$ cat config.mk
export PLATFORM = sky130hd
export DESIGN_NAME = serial_master
export DESIGN_NICKNAME = d
export VERILOG_FILES = /design/src/rtl/serial_master_pkg.sv /design/src/rtl/serial_tick_gen.sv /design/src/rtl/serial_master.sv
export SDC_FILE = /design/constraint.sdc
export NUM_CORES = 1
export LEC_CHECK = 0
export BUFFER_PORTS_ARGS = -buffer_cell sky130_fd_sc_hd__buf_2
export CORE_AREA = 2 2 140 128
export DETAILED_ROUTE_END_ITERATION = 8
export DIE_AREA = 0 0 142 130
export GPL_TIMING_DRIVEN = 0
export SLEW_MARGIN = 15
export SYNTH_ARGS = -nofsm -noshare
export SYNTH_HDL_FRONTEND = slang
export SYNTH_SLANG_ARGS = --single-unit
export TNS_END_PERCENT = 5
$ cat constraint.sdc
create_clock -name clock -period 2.5 [get_ports clock]
set_clock_uncertainty 0.05 [all_clocks]
set_input_delay 0.5 -clock clock [delete_from_list [all_inputs] [get_ports clock]]
set_output_delay 0.5 -clock clock [all_outputs]
set_load 0.005 [all_outputs]
$ cat src/rtl/serial_master_pkg.sv
// Shared frame geometry and FSM state encoding for the serial master.
package serial_master_pkg;

  localparam int unsigned FRAME_BITS = 40;
  localparam int unsigned HDR_BITS   = 8;
  localparam int unsigned DATA_BITS  = 32;

  typedef enum logic [1:0] {
    ST_IDLE  = 2'd0,
    ST_SETUP = 2'd1,
    ST_SHIFT = 2'd2,
    ST_HOLD  = 2'd3
  } state_t;

endpackage

$ cat src/rtl/serial_tick_gen.sv
// Half-period tick generator: o_tick fires on the last cycle of each
// CLK_DIV-cycle phase while enabled. i_load restarts the phase.
module serial_tick_gen #(
  parameter int unsigned CLK_DIV = 4
) (
  input  logic clock,
  input  logic reset,
  input  logic i_en,
  input  logic i_load,
  output logic o_tick
);

  localparam logic [7:0] RELOAD = 8'(CLK_DIV - 1);

  logic [7:0] r_cnt;

  // Down-counter reloaded at every phase boundary, parks at zero.
  always_ff @(posedge clock) begin
    if (reset) begin
      r_cnt <= '0;
    end else if (i_load) begin
      r_cnt <= RELOAD;
    end else if (r_cnt != '0) begin
      r_cnt <= r_cnt - 8'd1;
    end
  end

  assign o_tick = i_en && (r_cnt == '0);

endmodule

$ cat src/rtl/serial_master.sv
// Serial register-access master: shifts a 40-bit {rw, addr, wdata} frame
// MSB first and captures 32 read-data bits from sdi.
module serial_master
  import serial_master_pkg::*;
#(
  parameter int unsigned CLK_DIV = 4
) (
  input  logic        clock,
  input  logic        reset,
  input  logic        start,
  input  logic        rw,
  input  logic [6:0]  addr,
  input  logic [31:0] wdata,
  output logic        busy,
  output logic        done,
  output logic [31:0] rdata,
  output logic        sen,
  output logic        sclk,
  output logic        sdo,
  input  logic        sdi
);

  state_t                  r_state;
  state_t                  w_next;
  logic                    r_phase;   // 1 = sclk high phase of current bit
  logic [5:0]              r_bitcnt;
  logic [FRAME_BITS-1:0]   r_shift;
  logic [DATA_BITS-1:0]    r_cap;
  logic [DATA_BITS-1:0]    r_rdata;
  logic                    r_rw;
  logic                    r_done;

  logic w_accept;
  logic w_busy;
  logic w_tick;
  logic w_load;

  assign w_busy   = (r_state != ST_IDLE);
  assign w_accept = start && !w_busy;
  assign w_load   = w_accept || w_tick;

  serial_tick_gen #(
    .CLK_DIV (CLK_DIV)
  ) u_tick (
    .clock  (clock),
    .reset  (reset),
    .i_en   (w_busy),
    .i_load (w_load),
    .o_tick (w_tick)
  );

  // State register.
  always_ff @(posedge clock) begin
    if (reset) begin
      r_state <= ST_IDLE;
    end else begin
      r_state <= w_next;
    end
  end

  // Next-state logic: every phase transition happens on a tick.
  always_comb begin
    w_next = r_state;
    case (r_state)
      ST_IDLE:  if (w_accept) w_next = ST_SETUP;
      ST_SETUP: if (w_tick) w_next = ST_SHIFT;
      ST_SHIFT: if (w_tick && !r_phase && (r_bitcnt == '0)) w_next = ST_HOLD;
      ST_HOLD:  if (w_tick) w_next = ST_IDLE;
      default:  w_next = ST_IDLE;
    endcase
  end

  // Datapath: frame load, bit shifting, read capture and completion.
  always_ff @(posedge clock) begin
    if (reset) begin
      r_phase  <= 1'b0;
      r_bitcnt <= '0;
      r_shift  <= '0;
      r_cap    <= '0;
      r_rdata  <= '0;
      r_rw     <= 1'b0;
      r_done   <= 1'b0;
    end else begin
      r_done <= 1'b0;
      case (r_state)
        ST_IDLE: begin
          if (w_accept) begin
            r_shift  <= {rw, addr, wdata};
            r_rw     <= rw;
            r_bitcnt <= 6'(FRAME_BITS - 1);
            r_phase  <= 1'b0;
          end
        end
        ST_SETUP: begin
          if (w_tick) r_phase <= 1'b1;
        end
        ST_SHIFT: begin
          if (w_tick) begin
            if (r_phase) begin
              // Last cycle of the high phase: sample the slave.
              r_phase <= 1'b0;
              if (r_rw && (r_bitcnt < 6'(DATA_BITS))) begin
                r_cap <= {r_cap[DATA_BITS-2:0], sdi};
              end
            end else if (r_bitcnt != '0) begin
              // Falling sclk edge: present the next frame bit.
              r_bitcnt <= r_bitcnt - 6'd1;
              r_shift  <= {r_shift[FRAME_BITS-2:0], 1'b0};
              r_phase  <= 1'b1;
            end
          end
        end
        ST_HOLD: begin
          if (w_tick) begin
            r_done <= 1'b1;
            if (r_rw) r_rdata <= r_cap;
          end
        end
        default: ;
      endcase
    end
  end

  // Outputs decoded from state and datapath registers.
  always_comb begin
    busy  = w_busy;
    done  = r_done;
    rdata = r_rdata;
    sen   = !w_busy;
    sclk  = (r_state == ST_SHIFT) && r_phase;
    sdo   = w_busy && r_shift[FRAME_BITS-1];
  end

endmodule

==> impl_metrics.csv <==
group,metric,value,unit
synthesis,synth_area_leaders,"dfxtp_1, nand2_1, mux2i_1, a21oi_1, a211oi_1",
synthesis,post_synth.cell_area_avg,8.50,um^2
synthesis,synthArstFlopShare,0,
global_routing,grt_max_degree,17,
sta,worstMarginPinSlew,0.747,ns
floorplan,dieWidth,142,um
sta,setup_viol,0,
route,drt-initial-drc-count,234,
sta,fin_crit_sh,0.962,
layout,seq_area,2470,um^2
synthesis,yosysTopAreaCellShare,0.490,
setup_path,crit_path_start,"r_state[1]",
global_routing,met2_usage,0.209,
route,wl,12000,um
power_and_ir_drop,seqPwrFrac,0.341,
clock_network,cts_buffer_depth,2,
synthesis,ys.flop_type,"dfxtp_1",
layout,fin_util,0.374,
power_and_ir_drop,leakage,2.46,nW
route,postRouteAntennaNets,0,
layout,final_nets,746,
setup_path,cp_max_fo,10,
sta,fin_crit,2.41,ns
setup_path,worstPathArrival,2.63,ns
run_status,outcome,"finished clean",
power_and_ir_drop,p_int,0.00541,W
clock_network,cts_inserted_buffers,17,
floorplan,top_level_ports,81,
placed_design,place_inst,886,
synthesis,ys_ff_latch,123,
min_path,hold_start,"rw",
setup_path,required,2.72,ns
route,dr.pass1.iters,5,
power_and_ir_drop,clock_power_share,0.322,
global_routing,grtUsageMet1,0.177,
run,cap_viol_max_count,0,
route,drc,0,
global_routing,grt_usage,0.135,
route,vias,4269,
clock_network,clk_pin_slew,0.06,ns
synthesis,yosysUniqueCellTypes,37,
floorplan,die_h,130,um
clock_network,cts.htree.levels,4,
global_routing,grt_use_met3,0.0345,
clock_network,cts_tree,"yes",
clock_network,cts_sinks,123,
floorplan,initial_core_util,0.292,
synthesis,synth_area,5020,um^2
setup_path,critPathCaptureType,"flip-flop",
setup_path,r2r_start,"r_state[1]",
power_and_ir_drop,cellPowerDensity,1260,nW/um^2
clock_network,clk_latency,0.42,ns
power_and_ir_drop,comb_power_share,0.336,
placed_design,place_area,5690,um^2
synthesis,yosysSeqAreaShare,0.490,
power_and_ir_drop,p_sw,0.00273,W
clock_network,ctsHoldBuffers,0,
route,viasPerCell,4.64,
global_routing,grt_pass1_wl,19600,um
layout,drive_gt1_frac,0.205,
layout,instances_no_fill,920,
power_and_ir_drop,vdd_drop_max,0.727,mV
synthesis,yosysWarningCount,0,
layout,stdcell_area,6440,um^2
sta,hold_viol,0,
synthesis,synth_top_cell_by_area,"dfxtp_1",
layout,diodes,0,
power_and_ir_drop,swShare,0.335,
sta,rsz0062_at_grt,"true",
synthesis,synth_edf_count,0,
global_routing,antenna_found_initial,0,
floorplan,coreArea,17200,um^2
synthesis,synthCells,591,
sta,fmax,0.416,GHz
setup_path,path_class,"reg -> reg",
min_path,whs_path_depth,3,
floorplan,rows,46,
layout,area_growth,28.2,%
sta,timing.slew.headroom,0.502,
setup_path,cp-start-kind,"flip-flop",
placed_design,gp_congestion,0.778,
clock_network,clockRootBuffer,"clkbuf_16",
min_path,hp-class,"in -> reg",
setup_path,r2r_cells,10,
layout,multi_input_area,2390,um^2
placed_design,portBuffers,79,
route,routedWlPerCell,13.1,um
synthesis,syn_nets,644,
sta,slew_violations,0,
sta,worst_hold_slack,0.320,ns
global_routing,grt_pass1_vias,3975,
placed_design,dp_hpwl,8240,um
floorplan,dieArea,18500,um^2
layout,nFillCells,1778,
global_routing,top_usage_layer,"met2",
global_routing,overflow,0,
synth_stat cells, types with 3 or more instances:
library cell    n
nand2b_1        5
nor2b_1         3
dfxtp_1       123
nand2_1       137
a21oi_1        72
or3_1           3
o21ai_0         4
nor3_1          4
buf_2          18
a211oi_1       44
xor2_1          4
nor2_1         57
mux2i_1        40
inv_1          12
clkbuf_1       22
nand3_1         6
ha_1            9
area by class of cell:
cell class              count  area share
plain buffers              42      0.0338
clock buffers              23      0.0758
clock inverters             7      0.0214
inverters                  12     0.00700
multi-input cells         414       0.371
flip-flops and latches    123       0.383
well taps                 216      0.0420
repair buffers             83      0.0661
layer usage:
layer,up-vias,share of wire
li1,2213,-
met1,1969,0.50
met2,67,0.45
met3,20,0.029
met4,0,0.022
met5,-,0
worst max-delay path, cell delays in order, from the launching register on:
cell	delay, ns
dfxtp_4	0.37
inv_1	0.08
ha_1	0.21
buf_4	0.18
nor4b_4	0.31
o211ai_1	0.18
a211oi_2	0.25
buf_4	0.16
buf_4	0.17
buf_4	0.21
a211oi_1	0.09
registers in the layout (all words and copies together) (netlist names), 2 cells and up:
register and cells:
r_bitcnt 6, r_shift 40, r_cap 32, r_state 2
rdata 32, u_tick.r_cnt 8
final timing paths:
check                    end  slack [ns]
setup / recovery  r_shift[9]        0.09
hold reg to reg     rdata[2]        0.40
setup reg to reg  r_shift[9]        0.09
hold / removal          r_rw        0.32
per-stage QoR:
stage	power (W)	setup slack, ns	TNS, ns
floorplan	0.00467	0.294	0
global placement	0.00523	-0.241	-13.06
detailed placement	0.00526	-0.207	-11.25
CTS	0.00799	-0.0186	-0.0186
global route	0.00865	-0.0628	-1.99
finish	0.00813	0.0948	0
placed cells by master (no fill, tap or decap), drive strengths merged, types with 9 or more instances in the layout:
cell,netlist,final
a211oi,45,45
a21oi,72,72
buf,20,100
clkbuf,22,48
dfxtp,123,123
ha,9,9
inv,12,12
mux2i,40,40
nand2,137,137
nor2,57,57
cells by family after synthesis:
family / Yosys count / share of synthesized area
fa+ha+maj: 9 / 0.0224
xor+xnor: 6 / 0.0105
mux: 40 / 0.0797
simple gates: 226 / 0.190
flops: 123 / 0.490
compound gates: 133 / 0.162
buf+inv: 54 / 0.0448
what timing repair did:
| item | 4_1_cts | 5_1_grt |
|---|---|---|
| gates resized for setup | 5 | 28 |
| setup endpoints to repair | 75 | 105 |
| buffers inserted | 1 | 3 |
| cloned | 0 | 0 |
| pin swaps | 1 | 3 |
| hold endpoints to repair | 0 | 0 |
power by group through the flow:
stage,Sequential [W],Clock [W],Combinational (W)
floorplan,0.00272,0,0.00196
global placement,0.00279,0,0.00245
detailed placement,0.00279,0,0.00247
global route,0.00284,0.00275,0.00306
CTS,0.00276,0.00268,0.00255
finish,0.00277,0.00262,0.00274
Note: power is estimated with default switching activity, not from simulation.
